==> src/rtl/bus_pkg.sv <==
// Shared definitions for the bus_writeback block: default data width,
// destination codes carried on wb_dst, and the writeback FSM state type.
package bus_pkg;

  localparam int DW_DEF = 16;

  // Destination codes on wb_dst; 10..15 are illegal.
  localparam logic [3:0] DST_R0  = 4'd0;
  localparam logic [3:0] DST_R1  = 4'd1;
  localparam logic [3:0] DST_R2  = 4'd2;
  localparam logic [3:0] DST_R3  = 4'd3;
  localparam logic [3:0] DST_R4  = 4'd4;
  localparam logic [3:0] DST_R5  = 4'd5;
  localparam logic [3:0] DST_R6  = 4'd6;
  localparam logic [3:0] DST_R7  = 4'd7;
  localparam logic [3:0] DST_MDR = 4'd8;
  localparam logic [3:0] DST_MAR = 4'd9;

  typedef enum logic {
    ST_IDLE     = 1'b0,
    ST_MEM_WAIT = 1'b1
  } bus_state_e;

  // True when a wb_dst code names one of R0-R7.
  function automatic logic is_gpr(input logic [3:0] dst);
    return (dst[3] == 1'b0);
  endfunction

endpackage

==> src/rtl/bus_writeback_if.sv <==
// Bus bundle between the datapath/memory side and bus_writeback.
// Optional feature macro: FLAG_CAPTURE_EN adds flag_z / flag_n.
//
// Handshake: wb_req and mem_req are levels; a request is taken on a rising
// clock edge where ready=1 (wb_req wins over mem_req). A request not taken
// must be held by the requester. mem_ack is a one-cycle data-valid strobe
// for M_bus, honoured only while mem_rd=1. done/err are one-cycle pulses
// reporting the outcome of the request taken on the previous edge.
interface bus_writeback_if #(parameter int DW = bus_pkg::DW_DEF);

  logic [DW-1:0]        S_bus;
  logic [DW-1:0]        M_bus;
  logic                 wb_req;
  logic [3:0]           wb_dst;
  logic                 mem_req;
  logic                 mem_ack;
  logic                 mem_rd;
  logic [DW-1:0]        ra_q [0:7];
  logic [DW-1:0]        mdr_q;
  logic [DW-1:0]        mar_q;
  logic                 ready;
  logic                 done;
  logic                 err;
  bus_pkg::bus_state_e  state_dbg;
`ifdef FLAG_CAPTURE_EN
  logic                 flag_z;
  logic                 flag_n;
`endif

  // Driven side: datapath, memory and testbench.
  modport master (
    output S_bus, M_bus, wb_req, wb_dst, mem_req, mem_ack,
    input  mem_rd, ra_q, mdr_q, mar_q, ready, done, err, state_dbg
`ifdef FLAG_CAPTURE_EN
    , input flag_z, flag_n
`endif
  );

  // Receiving side: bus_writeback itself.
  modport slave (
    input  S_bus, M_bus, wb_req, wb_dst, mem_req, mem_ack,
    output mem_rd, ra_q, mdr_q, mar_q, ready, done, err, state_dbg
`ifdef FLAG_CAPTURE_EN
    , output flag_z, flag_n
`endif
  );

endinterface

==> src/rtl/bus_writeback_reg_bank8.sv <==
// reg_bank8: eight DW-bit general registers R0-R7 with a one-hot write
// enable and a shared write data port. Asynchronous active-high reset.
module reg_bank8 #(
  parameter int DW = bus_pkg::DW_DEF
) (
  input  logic          clk,
  input  logic          rst,
  input  logic [7:0]    we_i,
  input  logic [DW-1:0] wdata_i,
  output logic [DW-1:0] q_o [0:7]
);

  logic [DW-1:0] r_q [0:7];

  // Each register loads wdata_i when its enable bit is set.
  always_ff @(posedge clk or posedge rst) begin
    if (rst) begin
      for (int i = 0; i < 8; i++) r_q[i] <= '0;
    end else begin
      for (int i = 0; i < 8; i++) begin
        if (we_i[i]) r_q[i] <= wdata_i;
      end
    end
  end

  assign q_o = r_q;

endmodule

==> src/rtl/bus_writeback.sv <==
// bus_writeback: captures the S bus into R0-R7/MDR/MAR and loads MDR from
// the M bus through a mem_rd/mem_ack read with timeout.
// Optional feature macro: FLAG_CAPTURE_EN (zero/negative flags of the last
// successful S bus write).
module bus_writeback
  import bus_pkg::*;
#(
  parameter int DW      = DW_DEF,
  parameter int TIMEOUT = 15
) (
  input  logic clk,
  input  logic rst,
  bus_writeback_if.slave bw
);

  bus_state_e    state_q, state_d;
  logic [7:0]    cnt_q, cnt_d;
  logic          done_q, done_d;
  logic          err_q, err_d;
  logic [DW-1:0] mdr_q, mar_q;
  logic [DW-1:0] ra_w [0:7];

  logic          wb_accept;
  logic [7:0]    we_ra;
  logic          we_mdr;
  logic          we_mar;
  logic          dst_illegal;
  logic          mdr_load;

  // A write is taken only in IDLE; MEM_WAIT ignores wb_req entirely.
  assign wb_accept = (state_q == ST_IDLE) && bw.wb_req;

  // Destination decoder: one-hot enables for the accepted write.
  always_comb begin
    we_ra       = '0;
    we_mdr      = 1'b0;
    we_mar      = 1'b0;
    dst_illegal = 1'b0;
    if (wb_accept) begin
      if (is_gpr(bw.wb_dst)) begin
        we_ra = 8'b1 << bw.wb_dst[2:0];
      end else if (bw.wb_dst == DST_MDR) begin
        we_mdr = 1'b1;
      end else if (bw.wb_dst == DST_MAR) begin
        we_mar = 1'b1;
      end else begin
        dst_illegal = 1'b1;
      end
    end
  end

  // FSM next state, timeout counter and completion pulses.
  always_comb begin
    state_d  = state_q;
    cnt_d    = cnt_q;
    done_d   = 1'b0;
    err_d    = 1'b0;
    mdr_load = 1'b0;
    case (state_q)
      ST_IDLE: begin
        if (bw.wb_req) begin
          done_d = ~dst_illegal;
          err_d  = dst_illegal;
        end else if (bw.mem_req) begin
          state_d = ST_MEM_WAIT;
          cnt_d   = '0;
        end
      end
      ST_MEM_WAIT: begin
        // An ack on the expiry cycle still counts as a successful load.
        if (bw.mem_ack) begin
          mdr_load = 1'b1;
          done_d   = 1'b1;
          state_d  = ST_IDLE;
        end else begin
          cnt_d = cnt_q + 8'd1;
          if (cnt_q == 8'(TIMEOUT - 1)) begin
            err_d   = 1'b1;
            state_d = ST_IDLE;
          end
        end
      end
      default: state_d = ST_IDLE;
    endcase
  end

  // FSM state, counter and registered pulses.
  always_ff @(posedge clk or posedge rst) begin
    if (rst) begin
      state_q <= ST_IDLE;
      cnt_q   <= '0;
      done_q  <= 1'b0;
      err_q   <= 1'b0;
    end else begin
      state_q <= state_d;
      cnt_q   <= cnt_d;
      done_q  <= done_d;
      err_q   <= err_d;
    end
  end

  // MDR takes S_bus writes in IDLE and M_bus data on ack; MAR only S_bus.
  always_ff @(posedge clk or posedge rst) begin
    if (rst) begin
      mdr_q <= '0;
      mar_q <= '0;
    end else begin
      if (we_mdr)        mdr_q <= bw.S_bus;
      else if (mdr_load) mdr_q <= bw.M_bus;
      if (we_mar)        mar_q <= bw.S_bus;
    end
  end

  reg_bank8 #(.DW(DW)) u_bank (
    .clk     (clk),
    .rst     (rst),
    .we_i    (we_ra),
    .wdata_i (bw.S_bus),
    .q_o     (ra_w)
  );

`ifdef FLAG_CAPTURE_EN
  logic flag_z_q, flag_n_q;
  logic wb_ok;

  assign wb_ok = wb_accept && !dst_illegal;

  // Flags follow every successful S bus write and nothing else.
  always_ff @(posedge clk or posedge rst) begin
    if (rst) begin
      flag_z_q <= 1'b0;
      flag_n_q <= 1'b0;
    end else if (wb_ok) begin
      flag_z_q <= (bw.S_bus == '0);
      flag_n_q <= bw.S_bus[DW-1];
    end
  end

  assign bw.flag_z = flag_z_q;
  assign bw.flag_n = flag_n_q;
`endif

  // mem_rd decodes straight from state so an async reset drops it at once.
  assign bw.mem_rd    = (state_q == ST_MEM_WAIT);
  assign bw.ready     = (state_q == ST_IDLE);
  assign bw.done      = done_q;
  assign bw.err       = err_q;
  assign bw.mdr_q     = mdr_q;
  assign bw.mar_q     = mar_q;
  assign bw.ra_q      = ra_w;
  assign bw.state_dbg = state_q;

endmodule

==> src/flat_wrapper.sv <==
// flat-port wrapper written by rule: the top's interface ports become plain ports
module bus_writeback_flat import bus_pkg::*;
#(
  parameter int DW      = DW_DEF,
  parameter int TIMEOUT = 15
)
  (clk, rst, bw_S_bus, bw_M_bus, bw_wb_req, bw_wb_dst, bw_mem_req, bw_mem_ack, bw_mem_rd, bw_ra_q, bw_mdr_q, bw_mar_q, bw_ready, bw_done, bw_err, bw_state_dbg);
  bus_writeback_if #(.DW(DW)) bw_i ();
  input  logic clk;
  input  logic rst;
  input wire logic [$bits(bw_i.S_bus)-1:0] bw_S_bus;
  input wire logic [$bits(bw_i.M_bus)-1:0] bw_M_bus;
  input wire logic [$bits(bw_i.wb_req)-1:0] bw_wb_req;
  input wire logic [$bits(bw_i.wb_dst)-1:0] bw_wb_dst;
  input wire logic [$bits(bw_i.mem_req)-1:0] bw_mem_req;
  input wire logic [$bits(bw_i.mem_ack)-1:0] bw_mem_ack;
  output wire logic [$bits(bw_i.mem_rd)-1:0] bw_mem_rd;
  output wire logic [$bits(bw_i.ra_q)-1:0] bw_ra_q;
  output wire logic [$bits(bw_i.mdr_q)-1:0] bw_mdr_q;
  output wire logic [$bits(bw_i.mar_q)-1:0] bw_mar_q;
  output wire logic [$bits(bw_i.ready)-1:0] bw_ready;
  output wire logic [$bits(bw_i.done)-1:0] bw_done;
  output wire logic [$bits(bw_i.err)-1:0] bw_err;
  output wire logic [$bits(bw_i.state_dbg)-1:0] bw_state_dbg;
  assign bw_i.S_bus = bw_S_bus;
  assign bw_i.M_bus = bw_M_bus;
  assign bw_i.wb_req = bw_wb_req;
  assign bw_i.wb_dst = bw_wb_dst;
  assign bw_i.mem_req = bw_mem_req;
  assign bw_i.mem_ack = bw_mem_ack;
  assign bw_mem_rd = bw_i.mem_rd;
  assign bw_ra_q = {>>{bw_i.ra_q}};
  assign bw_mdr_q = bw_i.mdr_q;
  assign bw_mar_q = bw_i.mar_q;
  assign bw_ready = bw_i.ready;
  assign bw_done = bw_i.done;
  assign bw_err = bw_i.err;
  assign bw_state_dbg = bw_i.state_dbg;
  bus_writeback #(.DW(DW), .TIMEOUT(TIMEOUT)) u_core (.clk(clk), .rst(rst), .bw(bw_i));
endmodule
==> config.mk <==
export PLATFORM = sky130hd
export DESIGN_NAME = bus_writeback_flat
export DESIGN_NICKNAME = d
export VERILOG_FILES = /design/src/rtl/bus_pkg.sv /design/src/rtl/bus_writeback_if.sv /design/src/rtl/bus_writeback_reg_bank8.sv /design/src/rtl/bus_writeback.sv /design/src/flat_wrapper.sv
export SDC_FILE = /design/constraint.sdc
export NUM_CORES = 1
export LEC_CHECK = 0
export ABC_AREA = 1
export CORE_MARGIN = 1
export CORE_UTILIZATION = 35
export CTS_CLUSTER_DIAMETER = 120
export DETAILED_ROUTE_END_ITERATION = 8
export PLACE_DENSITY = 0.59
export SKIP_LAST_GASP = 1
export SYNTH_ARGS = -nofsm -noshare
export SYNTH_HDL_FRONTEND = slang
export SYNTH_HIERARCHICAL = 1
export SYNTH_SLANG_ARGS = --single-unit
==> constraint.sdc <==
create_clock -name clk -period 7.95 [get_ports clk]
set_clock_uncertainty 0.2 [all_clocks]
set_input_delay 1.1925 -clock clk [delete_from_list [all_inputs] [get_ports clk]]
set_output_delay 1.1925 -clock clk [all_outputs]
set_load 0.1 [all_outputs]
Word level (Yosys, flattened, before mapping)
Cells that the tools add are included.

storage, ports and cells
  bits in registers = 171
  input port bits = 41
  output and inout port bits = 165
  word-level logic and storage cells = 59

cells by class
  $add $sub $neg = 1
  equality and inequality tests = 6
  shifts and indexed selects = 1
  multiplexer cells = 32
  bitwise logic cells = 2
  reduce and logical (&&, ||, !) cells = 3

operators with widths
  operator                                              number
  two-way mux 8 bit                                     5
  two-way mux 16 bit                                    2
  two-way mux 1 bit                                     21
  one-hot mux 8 bit (2 select lines)                    1
  adder 8 x 1 -> 8 bit (second input constant)          1
  equality test 4 bit (second input constant)           2
  equality test 8 x 4 -> 1 bit (second input constant)  1
  left shift 1 x 3 -> 8 bit (first input constant)      1
  inequality test 2 bit (second input constant)         3
  one-hot mux 1 bit (2 select lines)                    3
  AND reduction 3 bit                                   1
  inverter 1 bit                                        2
  nonzero test 2 bit                                    1
  logical AND 1 bit                                     1

Depth between registers and ports, before layout
Gate-level depths: netlist of the first run.

  depth after elaboration = 8
  gate-level depth with buffers = 10
  mapped depth without buffers = 7

Cells and area by module
The synthesis of the first run kept the hierarchy.

modules (own cells, without submodules)
  module         times used  cells an instance  area an instance (um2)  sequential area each (um2)
  reg_bank8      1           561                5132.4                  3203.1
  bus_writeback  1           250                2054.5                  1076.0

Worst setup path before layout of the first run
OpenSTA, ideal clock, no wires.

  kind = register -> output
  start = register u_core.state_q (netlist: u_core/bw.mem_rd)
  end = output port bw_ready
  arrival time = 1.788 ns
  data required time = 6.557 ns
  path slack = 4.770 ns
  cell stages (with the launch flop) = 2
  buffers on the path = 0
  cells stage by stage = dfrtp_1 -> inv_1

on the way
  longest elaborated chain between the ends = 1

RTL lines
  what                    line                  source
  from (decl)             bus_writeback.sv:16   bus_state_e state_q, state_d;
  from (signal assigned)  bus_writeback.sv:95   state_q <= state_d;
  inverter 1 bit          bus_writeback.sv:145  assign bw.ready = (state_q == ST_IDLE);
  to (decl)               flat_wrapper.sv:21    output wire logic [$bits(bw_i.ready)-1:0] bw_ready;

No other way between the ends.

Worst setup path in the final report of the first run
  start = input port bw_wb_req
  end = register u_core.u_bank.r_q (netlist bit u_core/u_bank/q_o[71])

on the way
  longest elaborated chain between the ends = 2

RTL lines
  what                             line                           source
  from (decl)                      flat_wrapper.sv:13             input wire logic [$bits(bw_i.wb_req)-1:0] bw_wb_req;
  logical AND 1 bit                bus_writeback.sv:31            assign wb_accept = (state_q == ST_IDLE) && bw.wb_req;
  two-way mux 8 bit                bus_writeback.sv:39            if (wb_accept) begin
  net u_core.we_ra[3]              bus_writeback.sv:24            logic [7:0] we_ra;
  to (signal, indexed assignment)  bus_writeback_reg_bank8.sv:21  if (we_i[i]) r_q[i] <= wdata_i;
  to (decl)                        bus_writeback_reg_bank8.sv:13  logic [DW-1:0] r_q [0:7];

The timed path passes the listed nets, and every way through them passes these cells.
A chain may end at the register's enable or synchronous reset.

==> key figures, run 1 <==
Clock tree
  – Root Buffer: clkbuf_16
  – TritonCTS Buffers: 17
  – Clk sinks: roughly 170
  – Later-pin clock latency in the skew report: 0.42 ns
  – Post-CTS Setup Bufs: 0
  – # H-tree levels: 4
  – Post-cts resize count: 0
  – Post-CTS Hold Buffers: 0
  – Max clock buf depth: 2
  – Reg clk slew, reported paths: ~0.06 ns
  – CTS tree: done

Drt
  – Drt drc: 0
  – Top Layer Used: met4
  – Final wirelength: 21.0 mm
  – WL met3: 1.31 mm
  – Number of vias per cell: 4.59
  – DR WL/cell: about 16 um
  – Via count: between 5k and 6k
  – First DRT Iteration DRCs: 333
  – First drt pass iteration count: 5
  – Post-Route M1 WL: 9.69 mm
  – WL met2: 9.70 mm
  – Final ANT Viol Nets: 0

Synthesis
  – Avg Synthesized Cell Area: 8.86 um^2
  – Synth warn: 6
  – Mapped Cells: roughly 810
  – Count of cell types in the netlist: 26
  – FF+latch count, synth: 171
  – Seq/Total Area, Yosys: about three fifths
  – Mapped Area: 0.00719 mm^2
  – Synth Net Count: 854

Worst setup path
  – FF-to-FF Start: u_core/bw.mem_rd
  – R2r worst-path depth: 6
  – Buf+Inv Stages, Crit Path: 3
  – Reg2Reg Capture Point: u_core/u_bank/q_o[71]
  – Critical path startpoint: bw_wb_req
  – Worst path depth: 8
  – Critical path class: primary input to register
  – CP arrival: 3.79 ns
  – Top cell by count, worst path: nand2_1
  – Crit-path cells: clkdlybuf4s50_1 > inv_1 > nor2_4 > nand3_1 > nor2_1 > inv_6 > nand2_1 > nand2_1
  – FF-to-FF setup slack: 5.04 ns
  – CP Capture Point: u_core/u_bank/q_o[71]
  – CP max FO: 21
  – Crit. End Element: register
  – CP delay by family, top: simple AND/OR/NAND/NOR gates
  – Element type at the critical path start: primary input
  – Critical path data required time: between 8 and 9 ns
  – Largest stage delay on the critical path: 1.00 ns
  – Worst-path cell with the longest stage delay: nor2_1

GRT
  – Grt total ovfl: 0
  – Global Route Usage Sum: 20.4%
  – First-pass GRT wire length: 32.9 mm
  – Largest net degree at the start of global routing: 75
  – Initial antenna violation count: 0
  – Vias in the first global route: 5523

Power and ir drop
  – Pwr per Cell Area: 435 mW/mm^2
  – Static Leak: 4.91 nW
  – Worst vdd ir: around 0.16 mV

STA
  – Final hold vios: 0
  – RSZ-0062 raised after global routing: false
  – Post-route minimum period: 3.69 ns
  – Setup TNS: 0 ns
  – Max Clk Rate: around 270 MHz
  – Slew @ Worst Pin: ~1.2 ns
  – Relative slew margins: 16.6%
  – Final worst path period share: 46.4%
  – Final setup viols: 0
  – Fin. max-slew vios: 0

Final layout
  – Layout cells sized above 1: 8.04%
  – Area Overhead vs Synth: 37.2%
  – Nets: a little over 1k
  – Number of diodes: 0
  – Design area: 0.00986 mm^2

Hold path
  – Worst hold path type: register to register

Floorplan
  – Ports: 206
  – Row count: 52
  – Die H: 145 um
  – Die width: 145 um
  – Total die area: around 0.021 mm^2
  – Starting Density: between 30% and 40%
  – Core area: 0.0202 mm^2

Placed design
  – DP Wirelength: 14.5 mm
  – # port buffers: 205
  – Gpl congestion: 0.771
  – Post-DP Area: 0.00922 mm^2

Run
  – MaxCap Viol Count: 0

Outcome
  – Status: completed
-- cell usage in the layout, fill, tap and decap left out, drive strengths merged --
master and count:
clkbuf 19, a21oi 8, nand3 57, nor3 1
nor2 20, o31ai 1, inv 31, buf 8
or2 1, clkdlybuf4s50 205, bufinv 4, clkinv 5
clkinvlp 1, nand4 1, nand2 466, o21ai 5
dfrtp 171, ha 2, a22o 1
-- cell type report --
| type | count | area (um^2) |
|---|---|---|
| fill | 1955 | 10300 |
| sequential | 171 | 4280 |
| multi-input combinational | 563 | 2340 |
| timing repair buffer | 213 | 2110 |
| clock buffer | 19 | 453 |
| tap | 270 | 338 |
| clock inverter | 13 | 186 |
| inverter | 28 | 148 |
-- per-stage QoR --
stage          worst slack, ns  cells  power, mW  util, %  hold WS (ns)
4_1_cts                   4.27   1277       4.33     48.9         0.274
3_5_place_dp              3.84   1245       3.42     45.7         0.257
6_report                  4.26   1277       4.29     48.9         0.270
2_1_floorplan             3.14    811       2.87        -         0.301
5_1_grt                   4.07   1277       4.44     48.9         0.290
3_3_place_gp              3.91   1245       3.41     45.7         0.252
-- report_power, final --
part | total, mW | switching (mW) | leakage (nW) | internal [mW]
combinational | 2.19 | 1.76 | 2.40 | 0.431
clock | 0.896 | 0.351 | 0.314 | 0.546
sequential | 1.20 | 0.130 | 2.19 | 1.07
-- flip-flops by register name, summed over array words and instances, names as in the netlist --
register and count:
u_core/u_bank/q_o 128, u_core/bw.mem_rd 1, u_core/bw.mar_q 16, u_core/cnt_q 8
u_core/bw.mdr_q 16, u_core/bw.err 1, u_core/bw.done 1
-- synthesized netlist by cell type, drive strengths merged --
master / count / area [um^2]
clkbuf: 2 / 8.75
nand3: 57 / 290
dfrtp: 171 / 4280
nor3: 1 / 16.3
buf: 47 / 412
or2: 1 / 6.26
a21oi: 8 / 40.0
ha: 2 / 25.0
nor2: 20 / 90.1
o31ai: 1 / 7.51
inv: 28 / 145
o21ai: 5 / 25.0
a22o: 1 / 8.76
nand4: 1 / 21.3
nand2: 466 / 1810
-- cells by family after synthesis --
group | Yosys count | synth area share [%]
AND/OR/NAND/NOR | 546 | 31.1
flip-flops | 171 | 59.5
AO/OA/AOI/OAI | 15 | 1.13
adder cells (fa/ha/maj) | 2 | 0.348
buffers and inverters | 77 | 7.87
-- worst min-delay path by stage --
stage	start	endpoint	slack [ns]	depth (start not counted)
floorplan	u_core/cnt_q[7]	u_core/cnt_q[7]	0.30	2
global placement	u_core/u_bank/q_o[110]	u_core/u_bank/q_o[110]	0.25	2
detailed placement	u_core/bw.mar_q[3]	u_core/bw.mar_q[3]	0.26	2
CTS	u_core/u_bank/q_o[109]	u_core/u_bank/q_o[109]	0.27	2
global route	u_core/u_bank/q_o[108]	u_core/u_bank/q_o[108]	0.29	2
finish	u_core/u_bank/q_o[52]	u_core/u_bank/q_o[52]	0.27	2
-- worst register-to-register path: cells and delay by family (launching register included) --
| family | cells | cell delay (ns) |
|---|---|---|
| flip-flops | 1 | 0.48 |
| AND/OR/NAND/NOR | 5 | 1.95 |
| buffers and inverters | 1 | 0.16 |
-- routing by layer --
layer,track usage [%],vias up
met3,4.75,23
met5,0,-
met1,28.5,2781
met4,6.11,0
met2,31.6,201
li1,-,2855
No activity file was read; power rests on OpenSTA's default activity.
==> run 2, diff against run 1 <==
--- a/config.mk
+++ b/config.mk
@@ -10,7 +10,7 @@
 export CORE_UTILIZATION = 35
 export CTS_CLUSTER_DIAMETER = 120
 export DETAILED_ROUTE_END_ITERATION = 8
-export PLACE_DENSITY = 0.59
+export PLACE_DENSITY = 0.61
 export SKIP_LAST_GASP = 1
 export SYNTH_ARGS = -nofsm -noshare
 export SYNTH_HDL_FRONTEND = slang
==> constraint.sdc (replaced) <==
create_clock -name clk -period 3.2 [get_ports clk]
set_clock_uncertainty 0.2 [all_clocks]
set_input_delay 0.48 -clock clk [delete_from_list [all_inputs] [get_ports clk]]
set_output_delay 0.48 -clock clk [all_outputs]
set_load 0.1 [all_outputs]
==> run 2 against run 1 <==
Effect of this change: clock-buffer cell count fell by 2; global-route usage fell by 0.23 points; register-to-register slack worse by 3.9 ns; sequential power rose to 2.5 times the previous value; power grew 140%; non-clock buffer count increased by 6; die area unchanged; via count decreased by 1.3%; critical endpoint is now u_core/u_bank/q_o[81].
==> key figures, run 2 (synthesized netlist as in run 1, its figures left out) <==
Floorplan
  – Starting Density: 35.6%
  – Core area: 0.0202 mm^2
  – Total die area: 0.0211 mm^2
  – Ports: 206
  – Die H: 145 um
  – Row count: 52
  – Die width: 145 um

Worst setup path
  – Crit-path cells: clkdlybuf4s50_1 > inv_1 > nor2_4 > nand3_1 > nor2_1 > buf_4 > inv_6 > nand2_1 > nand2_1
  – Element type at the critical path start: primary input
  – Worst path depth: 9
  – FF-to-FF setup slack: between 1 and 1.5 ns
  – Worst-path cell with the longest stage delay: clkdlybuf4s50_1
  – Critical path class: primary input to register
  – Crit. End Element: register
  – Top cell by count, worst path: nand2_1
  – CP delay by family, top: buffers and inverters
  – Largest stage delay on the critical path: 0.46 ns
  – Critical path data required time: 3.31 ns
  – Buf+Inv Stages, Crit Path: 4
  – Reg2Reg Capture Point: u_core/u_bank/q_o[81]
  – CP arrival: 2.26 ns
  – FF-to-FF Start: u_core/bw.mem_rd
  – R2r worst-path depth: 7
  – CP max FO: 16

STA
  – Worst setup slack after layout: 1.05 ns
  – Final setup viols: 0
  – Final hold vios: 0
  – Slew @ Worst Pin: 0.955 ns
  – Max Clk Rate: 465 MHz
  – Relative slew margins: 36.4%
  – Setup TNS: 0 ns
  – Post-route minimum period: around 2.2 ns
  – Final worst path period share: 67.2%
  – RSZ-0062 raised after global routing: false
  – Fin. max-slew vios: 0
  – Hold WS: 0.273 ns

Placed design
  – Gpl congestion: 0.811
  – Placed cells: 1251
  – DP Wirelength: about 15 mm
  – Setup WS pre-CTS: 0.632 ns
  – # port buffers: ~210

Clock tree
  – TritonCTS Buffers: 17
  – Max clock buf depth: 2
  – Post-CTS Hold Buffers: 0
  – CTS tree: done
  – Post-cts resize count: 0
  – Root Buffer: clkbuf_16
  – Later-pin clock latency in the skew report: between 0.4 and 0.5 ns
  – # H-tree levels: 4
  – Clk sinks: ~170
  – Post-CTS Setup Bufs: 0
  – Reg clk slew, reported paths: around 0.060 ns

GRT
  – Global Route Usage Sum: 20.2%
  – Initial antenna violation count: 1
  – Vias in the first global route: 5520
  – First-pass GRT wire length: 32.7 mm
  – Largest net degree at the start of global routing: 47
  – Grt total ovfl: 0

Power and ir drop
  – Tot Pwr: 10.4 mW
  – Worst vdd ir: 0.490 mV
  – Static Leak: 5.16 nW
  – Pwr per Cell Area: about 1100 mW/mm^2

Final layout
  – Flip-flop count of the largest register after layout: 128
  – Nets: ~1.0k
  – Area Overhead vs Synth: 32.1%
  – Most frequent cells in the layout: 443 x nand2_1, 178 x buf_4, 171 x dfrtp_1
  – Finished Layout Cells: 1283
  – Layout cells sized above 1: 24.9%
  – Number of diodes: 0
  – Leading cell type in the layout, fill and taps excluded: nand2_1

Drt
  – DR WL/cell: 16.0 um
  – Via count: 5783
  – Drt drc: 0
  – Final ANT Viol Nets: 0
  – First drt pass iteration count: 5
  – Number of vias per cell: ~4.5
  – Final wirelength: between 20 and 25 mm
  – First DRT Iteration DRCs: 273

Run
  – MaxCap Viol Count: 0

Outcome
  – Status: completed

Hold path
  – Hold wc startpoint: u_core/u_bank/q_o[94]
  – Worst Hold Path Cells: 2
  – Hold EP: u_core/u_bank/q_o[94]
  – Worst hold path type: register to register
==> run 2: cell count changes in the layout (fill, tap and decap cells not counted), sizes merged, moves of 2 or more <==
| cell | delta |
|---|---|
| buf | +171 |
| clkdlybuf4s50 | -165 |
| inv | +4 |
| clkinv | -3 |
| clkbuf | -2 |
| clkinvlp | +2 |
==> run 2: how the worst max path moves through the flow <==
stage	from	end
2_1_floorplan	u_core/bw.mem_rd	u_core/cnt_q[7]
3_3_place_gp	bw_wb_req	u_core/u_bank/q_o[87]
3_5_place_dp	bw_wb_req	u_core/u_bank/q_o[87]
4_1_cts	u_core/bw.mem_rd	bw_ready
5_1_grt	bw_wb_req	u_core/u_bank/q_o[93]
6_report	bw_wb_req	u_core/u_bank/q_o[81]
==> run 2: worst reg2reg max path: cells and delay by family (launching register included) <==
kind / cells / cell delay, ns
and+or+nand+nor: 5 / 0.92
buffers and inverters: 2 / 0.37
DFF: 1 / 0.49
==> run 2: routing by layer <==
layer / global-route usage [%] / vias up / wire length, um / share of wire, %
met4: 5.95 / 0 / 206 / 1.0
met1: 28.6 / 2755 / 9870 / 48
li1: - / 2849 / - / -
met5: 0 / - / 0 / 0
met2: 31.0 / 166 / 9340 / 46
met3: 4.43 / 13 / 1100 / 5.3
==> run 2: layout make-up <==
cell class                 count  area, um^2
sequential                   171        4280
inverter                      28         149
timing repair buffer         219        1760
tap                          270         338
fill                        2032       10700
clock inverter                15         201
multi-input combinational    563        2340
clock buffer                  17         425
==> run 2: per-stage QoR <==
stage                     cell area (um^2)  util [%]
after CTS                             9490      47.1
after detailed placement              8860      44.0
after global placement                8860      44.0
after global routing                  9490      47.1
after floorplan                       7190         -
final                                 9490      47.1
==> run 2: where the power goes <==
part	switching, mW	total [mW]	internal, mW
Sequential	0.346	3.01	2.66
Combinational	4.35	5.25	0.899
Clock	0.926	2.19	1.26
Total	5.62	10.4	4.82
==> run 3, diff against run 2 <==
--- a/config.mk
+++ b/config.mk
@@ -10,7 +10,7 @@
 export CORE_UTILIZATION = 35
 export CTS_CLUSTER_DIAMETER = 120
 export DETAILED_ROUTE_END_ITERATION = 8
-export PLACE_DENSITY = 0.61
+export PLACE_DENSITY = 0.59
 export SKIP_LAST_GASP = 1
 export SYNTH_ARGS = -nofsm -noshare
 export SYNTH_HDL_FRONTEND = slang
==> constraint.sdc (replaced) <==
create_clock -name clk -period 2 [get_ports clk]
set_clock_uncertainty 0.2 [all_clocks]
set_input_delay 0.3 -clock clk [delete_from_list [all_inputs] [get_ports clk]]
set_output_delay 0.3 -clock clk [all_outputs]
set_load 0.1 [all_outputs]
==> run 3 against run 2 <==
Effect of this change: routed wire length rose by 4.8%; via count is 3.7% higher; register-to-register slack got worse by 0.89 ns; flip-flop and latch count did not move; power up 82%; non-clock buffer count up 33; clock-buffer cell count up 2; largest power group unchanged; highest routed layer unchanged.
==> key figures, run 3 (synthesized netlist as in run 1, its figures left out) <==
Outcome
  – Status: completed

STA
  – Max Clk Rate: 522 MHz
  – RSZ-0062 raised after global routing: false
  – Worst setup slack after layout: 0.0849 ns
  – Fin. max-slew vios: 0
  – Final hold vios: 0
  – Setup TNS: 0 ns
  – Final setup viols: 0
  – Final worst path period share: 95.8%
  – Hold WS: 0.113 ns
  – Relative slew margins: 60.0%
  – Post-route minimum period: 1.92 ns
  – Slew @ Worst Pin: 0.598 ns

Placed design
  – DP Wirelength: approximately 16 mm
  – # port buffers: approximately 210
  – Setup WS pre-CTS: -0.103 ns
  – Placed cells: 1284
  – Gpl congestion: slightly below 0.8

GRT
  – Initial antenna violation count: 0
  – Global Route Usage Sum: 21.6%
  – Largest net degree at the start of global routing: between 50 and 60
  – First-pass GRT wire length: 34.9 mm
  – Vias in the first global route: 6063
  – Grt total ovfl: 0

Power and ir drop
  – Internal: approximately 9.6 mW
  – Static Leak: 5.93 nW
  – Combinational power share: ~55%
  – Pwr per Cell Area: 1600 mW/mm^2
  – Clk pwr share: between 10% and 20%
  – Sw Share: 49.5%
  – Tot Pwr: 19.0 mW
  – Net Switching: 9.42 mW
  – Seq pwr share: 27.4%
  – Worst vdd ir: 0.760 mV

Floorplan
  – Die H: between 100 and 150 um
  – Total die area: 0.0211 mm^2
  – Die width: 145 um
  – Row count: 52
  – Core area: 0.0202 mm^2
  – Ports: 206
  – Starting Density: around 36%

Final layout
  – Most frequent cells in the layout: 443 x nand2_1, 174 x buf_12, 170 x dfrtp_1
  – Layout cells sized above 1: between 20% and 30%
  – Area Overhead vs Synth: 65.4%
  – Flip-flop count of the largest register after layout: 128
  – Leading cell type in the layout, fill and taps excluded: nand2_1
  – Number of diodes: 0
  – Finished Layout Cells: around 1.3k
  – Nets: 1076

Worst setup path
  – CP arrival: 1.42 ns
  – Crit-path cells: buf_4 > clkinvlp_4 > buf_12
  – Reg2Reg Capture Point: u_core/u_bank/q_o[106]
  – FF-to-FF Start: u_core/bw.mem_rd
  – CP Capture Point: bw_ready
  – Critical path startpoint: u_core/bw.mem_rd
  – Element type at the critical path start: register
  – Largest stage delay on the critical path: 0.49 ns
  – Critical path data required time: about 1.5 ns
  – Worst-path cell with the longest stage delay: dfrtp_4
  – CP max FO: 6
  – Critical path class: register to primary output
  – FF-to-FF setup slack: 0.23 ns
  – Crit. End Element: primary output
  – R2r worst-path depth: 7

Clock tree
  – Post-CTS Hold Buffers: 0
  – # H-tree levels: 4
  – Post-CTS Setup Bufs: 0
  – Reg clk slew, reported paths: 0.06 ns
  – Post-cts resize count: 0
  – CTS tree: done
  – Later-pin clock latency in the skew report: approximately 0.43 ns
  – Clk sinks: roughly 170
  – Max clock buf depth: 2
  – TritonCTS Buffers: 17
  – Root Buffer: clkbuf_16

Drt
  – Final wirelength: 21.5 mm
  – DR WL/cell: 16.4 um
  – First drt pass iteration count: 7
  – Via count: 5999
  – Final ANT Viol Nets: 0
  – Number of vias per cell: 4.56
  – First DRT Iteration DRCs: 291
  – Drt drc: 0

Hold path
  – Worst hold path type: primary input to asynchronous set/reset pin

Run
  – MaxCap Viol Count: 0
-- run 3: worst min path at each step --
| stage | start | to | slack [ns] |
|---|---|---|---|
| global route | rst | u_core/bw.mar_q[5] | 0.12 |
| floorplan | bw_M_bus[10] | u_core/bw.mdr_q[10] | 0.23 |
| detailed placement | u_core/u_bank/q_o[9] | u_core/u_bank/q_o[9] | 0.26 |
| CTS | rst | u_core/bw.mar_q[4] | 0.11 |
| global placement | u_core/u_bank/q_o[29] | u_core/u_bank/q_o[29] | 0.26 |
| finish | rst | u_core/bw.mar_q[7] | 0.11 |
-- run 3: power groups by stage --
stage          Combinational [mW]  Sequential [mW]  Clock, mW
2_1_floorplan               0.880             10.6          0
3_3_place_gp                 10.5             5.27          0
3_5_place_dp                 10.6             5.28          0
4_1_cts                      10.6             5.23       3.36
5_1_grt                      10.8             5.33       3.51
6_report                     10.5             5.22       3.30
-- run 3: layout make-up --
| type | count | area [um^2] |
|---|---|---|
| timing repair buffer | 252 | 4170 |
| inverter | 28 | 153 |
| multi-input combinational | 563 | 2360 |
| clock buffer | 19 | 443 |
| clock inverter | 12 | 139 |
| tap | 270 | 338 |
| fill | 1717 | 8280 |
| sequential | 171 | 4280 |
-- run 3: per-layer routing --
metal / wire length [um] / vias to the layer above / global-route usage [%]
met2: 9970 / 218 / 33.3
met3: 1470 / 30 / 5.31
li1: - / 2920 / -
met4: 411 / 0 / 7.26
met5: 0 / - / 0
met1: 9660 / 2831 / 29.7
-- run 3: critical path, delay by kind of cell, from the launching register on --
kind     cells  cell delay, ns
buf+inv      3            0.50
flops        1            0.49
-- run 3: per-stage QoR --
stage	area [um^2]	util, %
3_3_place_gp	11300	56.0
3_5_place_dp	11300	56.0
2_1_floorplan	7220	-
5_1_grt	11900	58.9
6_report	11900	58.9
4_1_cts	11900	58.9
